$ cat src/rtl/beta_pkg.sv
// Shared types and constants for the beta memory arbiter.
package beta_pkg;

  typedef enum logic [1:0] {
    IDLE   = 2'd0,
    IFETCH = 2'd1,
    DACC   = 2'd2
  } state_e;

  // Word-granular address compare: byte offset within a 32-bit word is ignored.
  localparam logic [63:0] WORD_MASK = ~64'h3;

endpackage

$ cat src/rtl/beta_fetch_buffer.sv
// One-entry instruction fetch buffer: filled by clean fetch acks, dropped by
// a completed data write to the same word.
module beta_fetch_buffer
  import beta_pkg::*;
#(
  parameter int AW = 32,
  parameter int DW = 32
) (
  input  logic          clk,
  input  logic          rst,
  input  logic          i_load,
  input  logic [AW-1:0] i_load_addr,
  input  logic [DW-1:0] i_load_data,
  input  logic          i_inv,
  input  logic [AW-1:0] i_inv_addr,
  input  logic [AW-1:0] i_lookup_addr,
  output logic          o_hit,
  output logic [DW-1:0] o_data
);

  logic          r_valid;
  logic [AW-1:0] r_addr;
  logic [DW-1:0] r_data;
  logic [AW-1:0] w_mask;
  logic          w_inv_hit;

  assign w_mask    = WORD_MASK[AW-1:0];
  assign w_inv_hit = r_valid && (((r_addr ^ i_inv_addr) & w_mask) == '0);

  always_ff @(posedge clk or negedge rst) begin
    if (!rst) begin
      r_valid <= 1'b0;
      r_addr  <= '0;
      r_data  <= '0;
    end else if (i_load) begin
      r_valid <= 1'b1;
      r_addr  <= i_load_addr;
      r_data  <= i_load_data;
    end else if (i_inv && w_inv_hit) begin
      r_valid <= 1'b0;
    end
  end

  assign o_hit  = r_valid && (r_addr == i_lookup_addr);
  assign o_data = r_data;

endmodule

$ cat src/rtl/beta_mem_arbiter.sv
// Arbitrates instruction fetches and data accesses onto a single-outstanding
// memory port; data wins except that a fetch always follows a data access.
module beta_mem_arbiter
  import beta_pkg::*;
#(
  parameter int AW = 32,
  parameter int DW = 32
) (
  input  logic          clk,
  input  logic          rst,
  // instruction side
  input  logic [AW-1:0] i_addr,
  output logic [DW-1:0] i_data,
  output logic          i_ready,
  output logic          i_fault,
  // data side
  input  logic [AW-1:0] d_addr,
  input  logic [DW-1:0] d_wdata,
  input  logic          d_re,
  input  logic          d_we,
  output logic [DW-1:0] d_rdata,
  output logic          d_ready,
  output logic          d_fault,
  // memory side
  output logic [AW-1:0] mem_addr,
  output logic [DW-1:0] mem_wdata,
  output logic          mem_re,
  output logic          mem_we,
  input  logic [DW-1:0] mem_rdata,
  input  logic          mem_ack,
  input  logic          mem_fault
);

  state_e        r_state, w_next;
  logic [AW-1:0] r_addr;
  logic [DW-1:0] r_wdata;
  logic          r_re, r_we;

  logic          w_hit;
  logic [DW-1:0] w_buf_data;
  logic          w_dreq, w_fetch_ack, w_fetch_match, w_dacc_ack, w_imiss, w_grant;

  assign w_dreq        = d_re | d_we;
  assign w_fetch_ack   = (r_state == IFETCH) && mem_ack;
  assign w_dacc_ack    = (r_state == DACC) && mem_ack;
  // A redirected fetch still completes, but only answers the core if it matches.
  assign w_fetch_match = w_fetch_ack && (r_addr == i_addr);
  assign w_imiss       = !w_hit && !w_fetch_match;

  beta_fetch_buffer #(.AW(AW), .DW(DW)) u_fbuf (
    .clk           (clk),
    .rst           (rst),
    .i_load        (w_fetch_ack && !mem_fault),
    .i_load_addr   (r_addr),
    .i_load_data   (mem_rdata),
    .i_inv         (w_dacc_ack && r_we),
    .i_inv_addr    (r_addr),
    .i_lookup_addr (i_addr),
    .o_hit         (w_hit),
    .o_data        (w_buf_data)
  );

  always_ff @(posedge clk or negedge rst) begin
    if (!rst) r_state <= IDLE;
    else      r_state <= w_next;
  end

  always_comb begin
    w_next  = r_state;
    w_grant = 1'b0;
    mem_re  = 1'b0;
    mem_we  = 1'b0;
    i_ready = w_hit | w_fetch_match;
    i_data  = '0;
    i_fault = 1'b0;
    d_ready = !w_dreq | w_dacc_ack;
    d_rdata = '0;
    d_fault = 1'b0;

    if (w_hit)              i_data = w_buf_data;
    else if (w_fetch_match) begin
      i_data  = mem_rdata;
      i_fault = mem_fault;
    end
    if (w_dacc_ack) begin
      d_rdata = mem_rdata;
      d_fault = mem_fault;
    end

    unique case (r_state)
      IDLE: begin
        w_grant = 1'b1;
        if (w_dreq)       w_next = DACC;
        else if (w_imiss) w_next = IFETCH;
      end
      IFETCH: begin
        mem_re = 1'b1;
        if (mem_ack) begin
          w_grant = 1'b1;
          if (w_dreq)       w_next = DACC;
          else if (w_imiss) w_next = IFETCH;
          else              w_next = IDLE;
        end
      end
      DACC: begin
        mem_re = r_re;
        mem_we = r_we;
        // The data strobe on the ack cycle is the request being retired.
        if (mem_ack) begin
          w_grant = 1'b1;
          w_next  = w_imiss ? IFETCH : IDLE;
        end
      end
      default: w_next = IDLE;
    endcase
  end

  always_ff @(posedge clk or negedge rst) begin
    if (!rst) begin
      r_addr  <= '0;
      r_wdata <= '0;
      r_re    <= 1'b0;
      r_we    <= 1'b0;
    end else if (w_grant) begin
      if (w_next == IFETCH) begin
        r_addr <= i_addr;
        r_re   <= 1'b1;
        r_we   <= 1'b0;
      end else if (w_next == DACC) begin
        r_addr  <= d_addr;
        r_wdata <= d_wdata;
        r_re    <= d_re;
        r_we    <= d_we;
      end
    end
  end

  assign mem_addr  = r_addr;
  assign mem_wdata = r_wdata;

endmodule
$ cat config.mk
export PLATFORM = sky130hd
export DESIGN_NAME = beta_mem_arbiter
export DESIGN_NICKNAME = d
export VERILOG_FILES = /design/src/rtl/beta_pkg.sv /design/src/rtl/beta_fetch_buffer.sv /design/src/rtl/beta_mem_arbiter.sv
export SDC_FILE = /design/constraint.sdc
export NUM_CORES = 1
export LEC_CHECK = 0
export CORE_ASPECT_RATIO = 0.9
export CORE_MARGIN = 1
export CORE_UTILIZATION = 47
export DETAILED_ROUTE_END_ITERATION = 7
export DONT_BUFFER_PORTS = 1
export PLACE_DENSITY = 0.72
export SKIP_LAST_GASP = 1
export SLEW_MARGIN = 10
export SYNTH_ARGS = -nofsm -noshare
export SYNTH_HDL_FRONTEND = slang
export SYNTH_SLANG_ARGS = --single-unit
export TNS_END_PERCENT = 20
$ cat constraint.sdc
create_clock -name clk -period 9.2 [get_ports clk]
set_input_delay 1.84 -clock clk [delete_from_list [all_inputs] [get_ports clk]]
set_output_delay 1.84 -clock clk [all_outputs]
set_load 0.01 [all_outputs]
Word-level counts from Yosys, hierarchy flattened
Index checks and enable logic that the tools add are counted.

storage, ports and cells
  register bits after elaboration = 133
  input port bits = 134
  output and inout port bits = 134
  word-level logic and storage cells = 64

cells by class
  eq/ne operators = 6
  muxes and demuxes = 25
  bitwise logic cells = 5
  reduce and logical (&&, ||, !) cells = 20

operator list
  operator              count
  $mux W32              5
  $eq A32 B32 Y1        2
  $logic_not A32 Y1     1
  $xor A32 B32 Y32      1
  $mux W1               12
  $mux W2               5
  $logic_and A1 B1 Y1   9
  $pmux W2 S3           1
  $eq A2 B1 Y1 const B  2
  $eq A2 B2 Y1 const B  2
  $logic_not A1 Y1      4
  $pmux W1 S2           2
  $reduce_bool A2 Y1    2
  $or A1 B1 Y1          3
  $reduce_and A3 Y1     1
  $logic_not A2 Y1      1
  $reduce_and A2 Y1     1
  $reduce_or A2 Y1      1
  $not A1 Y1            1

Depth between registers and ports, before layout
Gate-level depths: netlist (run 1).

  depth after elaboration = 12
  mapped depth = 13
  mapped depth without buffers = 11

By module
A second synthesis (run 1) with hierarchy kept.

unflattened totals
  cells, all modules = 683
  area, all modules = 7437.1 µm²

by module, submodules not included
  module             times used  cells each  area an instance (µm²)  seq. area each (µm²)
  beta_mem_arbiter   1           463         4369.2                  1701.6
  beta_fetch_buffer  1           220         3067.9                  1626.6

Worst setup path after synthesis (run 1)
No wires, ideal clock.

  path kind = input -> output
  start point = in i_addr[31]
  end point = out i_data[10]
  data arrival time = 3267 ps
  path slack = 4093 ps
  cell stages on the path = 7
  path buffers = 2
  cell sequence = xor2_1 nor4_2 nand4_1 or3_1 buf_6 buf_12 mux2i_1

on the way
  word-level cells in the longest chain between the ends = 4

RTL lines
  what                 RTL line                RTL
  from (decl)          beta_mem_arbiter.sv:12  input logic [AW-1:0] i_addr,
  $eq A32 B32 Y1       beta_mem_arbiter.sv:47  assign w_fetch_match = w_fetch_ack && (r_addr == i_addr);
  $logic_and A1 B1 Y1  beta_mem_arbiter.sv:47
  $mux W32             beta_mem_arbiter.sv:81  else if (w_fetch_match) begin
  $mux W32 *           beta_mem_arbiter.sv:80  if (w_hit) i_data = w_buf_data;
  to (decl)            beta_mem_arbiter.sv:13  output logic [DW-1:0] i_data,

Every way passes the cells marked *; elsewhere a longest branch is shown, timed or not.

Worst setup path after layout (run 1)
  start point = in i_addr[31]
  end point = out i_data[17]

The elaborated chain is that of the path after synthesis.

==> results of run 1 <==
-- per-layer routing --
metal,part of all wire,wire (um),global-route usage
met1,0.44,8360,0.306
met2,0.46,8740,0.362
met3,0.087,1670,0.0859
met4,0.016,314,0.0819
met5,0,0,0
-- logic make-up (layout without fill, tap and decap cells) --
family	count (synthesis)	after routing
buffers and inverters	81	74
and+or+nand+nor	181	181
adders and majority gates	6	6
AOI/OAI and AO/OA	47	47
muxes	160	160
DFF	133	133
xor gates and xnor gates	94	94
-- metrics by stage --
step | area (um2) | total power, mW | hold WS, ps | utilization
finish | 8320 | 3.12 | 503 | 0.533
global route | 8320 | 3.33 | 510 | 0.533
CTS | 8310 | 3.12 | 506 | 0.533
global placement | 7720 | 2.37 | 488 | 0.495
floorplan | 7600 | 2.11 | 479 | -
detailed placement | 7720 | 2.43 | 494 | 0.495
-- cells in the final DEF (no fill, tap or decap), drive strengths merged, types with 2 or more instances in the layout --
cell type	synthesis	layout
nand3	7	7
bufinv	0	3
inv	39	39
nor2	39	39
xor2	57	57
nor3	6	6
dfrtp	133	133
clkbuf	30	20
mux2i	64	64
xnor2	37	37
nor3b	5	5
o21ai	5	5
or3	2	2
nor4b	2	2
nand2	9	9
and3	35	35
mux2	96	96
clkinv	0	5
buf	12	6
a21oi	36	36
ha	6	6
nor4	19	19
nand4	51	51
-- registers in the layout, summed over array words and instances, names as in the netlist --
signal / count
mem_addr: 32
mem_wdata: 32
u_fbuf.o_data: 32
u_fbuf.r_addr: 32
r_state: 2
r_re: 1
r_we: 1
u_fbuf.r_valid: 1
-- report_power, final --
group	total [mW]	internal (mW)	switching, mW
Clock	0.680	0.434	0.245
Sequential	1.27	0.890	0.379
Combinational	1.17	0.553	0.617
-- critical path, cell delays in order --
cell	delay (ps)
xor2_1	140
nor4_2	440
nand4_1	120
or3_2	900
mux2i_1	440
-- synthesized netlist by cell type, drive strengths merged --
library cell	number	area, um2
nand2b	1	6.26
a21oi	36	180
or3b	1	8.76
a2111oi	1	8.76
dfrtp	133	3330
nand4	51	319
a21o	1	7.51
inv	39	146
xor2	57	499
nor4b	2	23.8
nor2	39	146
mux2	96	1080
nand3b	1	7.51
a221oi	1	8.76
xnor2	37	324
o22ai	1	6.26
and4	1	8.76
clkbuf	30	113
nor2b	1	6.26
nand3	7	35.0
nand2	9	33.8
and3	35	219
nor4	19	131
ha	6	75.1
or3	2	12.5
a41o	1	10.0
mux2i	64	641
nor3	6	30.0
nor3b	5	37.5
o221ai	1	8.76
buf	12	105
and3b	1	8.76
o21ai	5	25.0
-- area by class of cell --
cell class / instances / area [um2]
inverters: 39 / 146
fillers: 1338 / 7290
repair buffers: 6 / 45.0
clock inverters: 9 / 130
multi-input cells: 488 / 3960
flip-flops and latches: 133 / 3330
well taps: 202 / 253
clock buffers: 20 / 457
-- path summary, 6_finish.rpt --
| kind | startpoint | endpoint | slack, ps | cells past startpoint |
|---|---|---|---|---|
| setup / recovery | i_addr[31] | i_data[17] | 3440 | 5 |
| hold / removal | u_fbuf.o_data[10] | u_fbuf.o_data[10] | 500 | 1 |
| setup reg to reg | r_state[0] | mem_wdata[15] | 4960 | 11 |
| hold reg to reg | u_fbuf.o_data[10] | u_fbuf.o_data[10] | 500 | 1 |
| max in group asynchronous | rst | u_fbuf.o_data[7] | 7900 | 0 |
| min in group asynchronous | rst | mem_addr[13] | 1110 | 0 |
==> results.toml, run 1 <==
[routing]
dr.pass1.iters = 4
vias_per_cell = 5.95
vias = 5339
postRouteAntennaNets = 0
routed_wl_mm = 19.1
drt_iter0_markers = 273
wl_per_cell_um = 21.3
route.detailed.drc = 0

[flow_run]
max_cap_violations = 0

[synth]
syn_area_mm2 = 0.00760
syn_nets = 842
synth_compound_area_frac = 0.0336
seq_area_frac_synth = 0.438
ys_types = 38
yosys_warnings = 0
synthSimpleGateAreaFrac = 0.136
synthAdderAreaFrac = 0.00987
synthCells = 702
ys_seq_elements = 133
synth.avg_cell_area_um2 = 10.8
synth_top_family_by_area = "multiplexers"
synth_xor_area_frac = 0.108
synthMuxAreaShare = 0.226

[floorplanning]
core_area_mm2 = 0.0156
ios = 268
dieArea_mm2 = 0.0167
rows = 43
start_util = 0.487
dieWidth_um = 136
die_h_um = 123

[clock_tree]
hold_buffers = 0
clk_pin_slew_ps = 50
post_cts_buffers = 0
root_buffer = "clkbuf_16"
insertion_delay_ps = 420
htree_levels = 4
clk_path_buf_depth = 2
ctsResizeCount = 0
cts.sinks = 133
cts_made_buffers = 17
cts_tree = "done"

[layout]
syn2layout_area_growth_pct = 9.40
final_layout_size_suffix_gt1_frac = 0.201
antenna_cells = 0
final_cells = 897
nNetsFinal = 825

[power_and_ir_drop]
p_leak_nw = 3.68
ir_drop_mv = 0.200
p_per_area_mw_per_mm2 = 375

[sta]
worst_pin_slew_ps = 1200
drv_slew = 0
period_needed_ps = 5760
rsz0062_at_grt = "no"
slew_headroom = 0.199
final_hold_viol_count = 0
post-route-period-util = 0.626
clock_skew_ps = 9.24
fmax_mhz = 174
setup_slack_ps = 3440
setup_viol = 0
finalSetupTns_ps = 0

[status]
outcome = "finished clean"

[global_route]
overflow = 0
grt_max_degree = 134
grt_pass1_vias = 5479
grt_first_pass_wirelength_mm = 29.1
track_usage = 0.236
antenna_found_initial = 0

[min_path]
hold_class = "reg2reg"

[worst_setup_path]
worstSetupPathType = "in2out"
worst-endpoint-required_ps = 7360
worst_setup_path_end_kind = "output pin"
cp_data_arrival_time_ps = 3920
start_kind = "input port"
cp_max_fo = 34

[place]
gp_congestion = 0.840
place_inst = 868
dpl.hpwl_mm = 14.1
io_buffer_count = 0
post-place-ws_ps = 3430
Power figures use the tool's default switching activity.
==> run 2, diff against run 1 <==
- PLACE_DENSITY: 0.72 -> 0.74
- clock period: 9.2 -> 5.2 ns (I/O delays scaled with it)
==> results.toml, run 2 (synthesis gave the netlist of run 1 again) <==
[status]
outcome = "finished clean"

[place]
io_buffer_count = 0
dpl.hpwl_mm = 14.2
gp_congestion = 0.861
place_inst = 870

[worst_setup_path]
cp_data_arrival_time_ps = 3230
worst_setup_path_end_kind = "output pin"
max_stage_delay_ps = 890
slowest_stage = "or3_2"
path_cells = "xnor2_1, nand2_1, or3_1, or3_2, mux2i_1"
start_kind = "input port"
cp_max_fo = 34
r2r_cells = 12
worst-endpoint-required_ps = 4160
worstSetupPathType = "in2out"

[clock_tree]
insertion_delay_ps = 420
post_cts_buffers = 0
ctsResizeCount = 0
hold_buffers = 0
htree_levels = 4
cts_tree = "done"
cts_made_buffers = 17
clk_pin_slew_ps = 60
clk_path_buf_depth = 2
root_buffer = "clkbuf_16"
cts.sinks = 133

[sta]
worst_pin_slew_ps = 1150
setup_viol = 0
drv_slew = 0
post-route-period-util = 0.822
clock_skew_ps = 11.5
hold_ws_ps = 315
final_hold_viol_count = 0
slew_headroom = 0.231
rsz0062_at_grt = "no"
fmax_mhz = 234
finalSetupTns_ps = 0
period_needed_ps = 4270

[routing]
vias = 5407
routed_wl_mm = 19.4
wl_per_cell_um = 21.5
postRouteAntennaNets = 0
route.detailed.drc = 0
vias_per_cell = 5.99
dr.pass1.iters = 5
drt_iter0_markers = 342

[global_route]
grt_pass1_vias = 5393
grt_max_degree = 134
grt_first_pass_wirelength_mm = 29.0
antenna_found_initial = 0
overflow = 0
track_usage = 0.233

[flow_run]
max_cap_violations = 0

[floorplanning]
dieWidth_um = 136
ios = 268
rows = 43
core_area_mm2 = 0.0156
start_util = 0.487
die_h_um = 123
dieArea_mm2 = 0.0167

[layout]
final_layout_size_suffix_gt1_frac = 0.209
fill_cells = 1328
final_cells = 902
antenna_cells = 0
syn2layout_area_growth_pct = 10.5
seqCellArea_mm2 = 0.00333
mostFrequentLayoutCells = "133 x dfrtp_1, 96 x mux2_2, 64 x mux2i_1, 57 x xor2_1, 51 x nand4_1"
nNetsFinal = 827
final_core_util = 0.539
final_common_cell = "dfrtp_1"
multiInputGateArea_mm2 = 0.00395

[power_and_ir_drop]
p_per_area_mw_per_mm2 = 674
ir_drop_mv = 0.403
total_power_mw = 5.66
p_leak_nw = 3.72

[min_path]
hold_class = "in2async"
==> run 2: cell count changes in the layout (fill, tap and decap cells not counted), moves of 2 or more <==
cell	delta
clkinv_2	-2
inv_8	+3
inv_6	+3
clkbuf_8	-2
buf_4	+2
bufinv_16	+2
==> run 2: final timing paths <==
path / startpoint / endpoint / slack (ps)
worst max register to register: r_state[0] / mem_wdata[18] / 1370
worst min register to register: u_fbuf.o_data[0] / u_fbuf.o_data[0] / 500
min in group clk: u_fbuf.o_data[0] / u_fbuf.o_data[0] / 500
worst min-delay path: rst / u_fbuf.r_addr[21] / 310
max in group asynchronous: rst / u_fbuf.o_data[30] / 4690
worst max-delay path: i_addr[3] / i_data[23] / 930
==> run 2: through the flow <==
step	setup slack [ps]	cell area (um2)
after floorplan	1650	7600
after global placement	969	7740
after detailed placement	957	7740
after CTS	950	8400
after global routing	834	8400
final	925	8400
==> run 2: power by group <==
group / switching (mW) / internal [mW]
logic: 1.08 / 0.982
clock network: 0.487 / 0.865
registers: 0.672 / 1.57
total: 2.24 / 3.42
==> run 2: layout make-up <==
class	instances	share of cell area
Inverter	39	0.0174
Clock inverter	15	0.0284
Tap cell	202	0.0301
Sequential cell	133	0.396
Clock buffer	17	0.0506
Timing Repair Buffer	8	0.00715
Multi-Input combinational cell	488	0.470
==> run 2: critical path: cells and delay by family <==
family | cells | cell delay, ps
XOR/XNOR | 1 | 320
multiplexers | 1 | 490
AND/OR/NAND/NOR | 3 | 1350
==> run 2: metal layers <==
metal  routed length (um)  GRT usage
met1                 8140      0.292
met3                 1810     0.0872
met2                 9300      0.378
met4                  153     0.0556
met5                    0          0
==> run 3, diff against run 2 <==
- PLACE_DENSITY: 0.74 -> 0.72
- clock period: 5.2 -> 4.4 ns (I/O delays scaled with it)
==> results.toml, run 3 (synthesis gave the netlist of run 1 again) <==
[worst_setup_path]
max_stage_delay_ps = 930
path_cells = "xor2_1, nor4_2, nand4_1, or3_2, mux2i_1"
worst-endpoint-required_ps = 3520
rrSetupSlack_ps = 960
cp_data_arrival_time_ps = 3180
worstSetupPathType = "in2out"
reg2reg_to = "mem_wdata[25]"
r2r_cells = 9
slowest_stage = "or3_2"
cp_max_fo = 34
start_kind = "input port"
worst_setup_path_end_kind = "output pin"
rr_startpoint = "mem_addr[5]"

[clock_tree]
clk_path_buf_depth = 2
ctsResizeCount = 0
cts.sinks = 133
insertion_delay_ps = 430
cts_made_buffers = 17
post_cts_buffers = 0
hold_buffers = 0
htree_levels = 4
clk_pin_slew_ps = 60
root_buffer = "clkbuf_16"
cts_tree = "done"

[power_and_ir_drop]
ir_drop_mv = 0.476
p_per_area_mw_per_mm2 = 771
p_leak_nw = 3.67
total_power_mw = 6.39

[global_route]
grt_pass1_vias = 5395
overflow = 0
track_usage = 0.234
grt_first_pass_wirelength_mm = 29.0
antenna_found_initial = 0
grt_max_degree = 134

[status]
outcome = "finished clean"

[layout]
antenna_cells = 0
fin_area_mm2 = 0.00829
mostFrequentLayoutCells = "133 x dfrtp_1, 96 x mux2_2, 64 x mux2i_1, 57 x xor2_1, 51 x nand4_1"
nNetsFinal = 827
syn2layout_area_growth_pct = 9.04
final_common_cell = "dfrtp_1"
final_layout_size_suffix_gt1_frac = 0.206

[sta]
setup_viol = 0
hold_ws_ps = 146
fmax_mhz = 246
worst_pin_slew_ps = 1020
clock_skew_ps = 7.98
slew_headroom = 0.320
rsz0062_at_grt = "no"
setup_slack_ps = 340
finalSetupTns_ps = 0
period_needed_ps = 4060
drv_slew = 0
post-route-period-util = 0.923
final_hold_viol_count = 0

[routing]
postRouteAntennaNets = 0
dr.pass1.iters = 5
vias_per_cell = 5.86
wl_per_cell_um = 21.1
vias = 5280
route.detailed.drc = 0
drt_iter0_markers = 254
routed_wl_mm = 19.1

[place]
placed_cell_area_mm2 = 0.00774
post-place-ws_ps = 478
dpl.hpwl_mm = 14.0
io_buffer_count = 0
gp_congestion = 0.870

[floorplanning]
dieArea_mm2 = 0.0167
core_area_mm2 = 0.0156
die_h_um = 123
start_util = 0.487
rows = 43
dieWidth_um = 136
ios = 268

[min_path]
hold_class = "in2async"

[flow_run]
max_cap_violations = 0
-- run 3: cell types whose count changed in the layout (fill, tap and decap cells not counted), sizes merged --
cell,previous run,this run
bufinv,5,1
clkbuf,17,19
clkinv,2,7
clkinvlp,2,3
inv,45,40
-- run 3: worst max path at each step --
stage,cells past startpoint,end,slack (ps),startpoint
3_3_place_gp,5,i_data[12],570,i_addr[31]
6_report,5,i_data[16],340,i_addr[31]
5_1_grt,5,i_data[16],280,i_addr[31]
3_5_place_dp,5,i_data[16],480,i_addr[31]
2_1_floorplan,10,mem_wdata[0],1010,i_addr[15]
4_1_cts,5,i_data[16],420,i_addr[31]
-- run 3: final cells by class --
cell class / instances / area, um2
tap: 202 / 253
sequential: 133 / 3330
fill: 1401 / 7310
timing repair buffer: 8 / 60.1
multi-input combinational: 488 / 3950
clock buffer: 19 / 443
inverter: 39 / 146
clock inverter: 12 / 108
-- run 3: per-layer routing --
| layer | track usage | routed length (um) | vias up |
|---|---|---|---|
| li1 | - | - | 2453 |
| met2 | 0.363 | 8780 | 229 |
| met5 | 0 | 0 | - |
| met3 | 0.0727 | 1460 | 26 |
| met1 | 0.313 | 8530 | 2572 |
| met4 | 0.0701 | 288 | 0 |
-- run 3: through the flow --
stage,util,cells
after global routing,0.531,901
final,0.531,901
after floorplan,-,702
after global placement,0.496,870
after CTS,0.531,901
after detailed placement,0.496,870
-- run 3: power by group --
part           internal (mW)  total [mW]  switching (mW)
logic                   1.15        2.41            1.27
registers               1.86        2.65           0.791
clock network          0.787        1.33           0.542
total                   3.79        6.39            2.60
-- run 3: critical path: cells and delay by family --
family,cells,cell delay [ps]
simple gates,3,1610
xor+xnor,1,160
mux,1,480
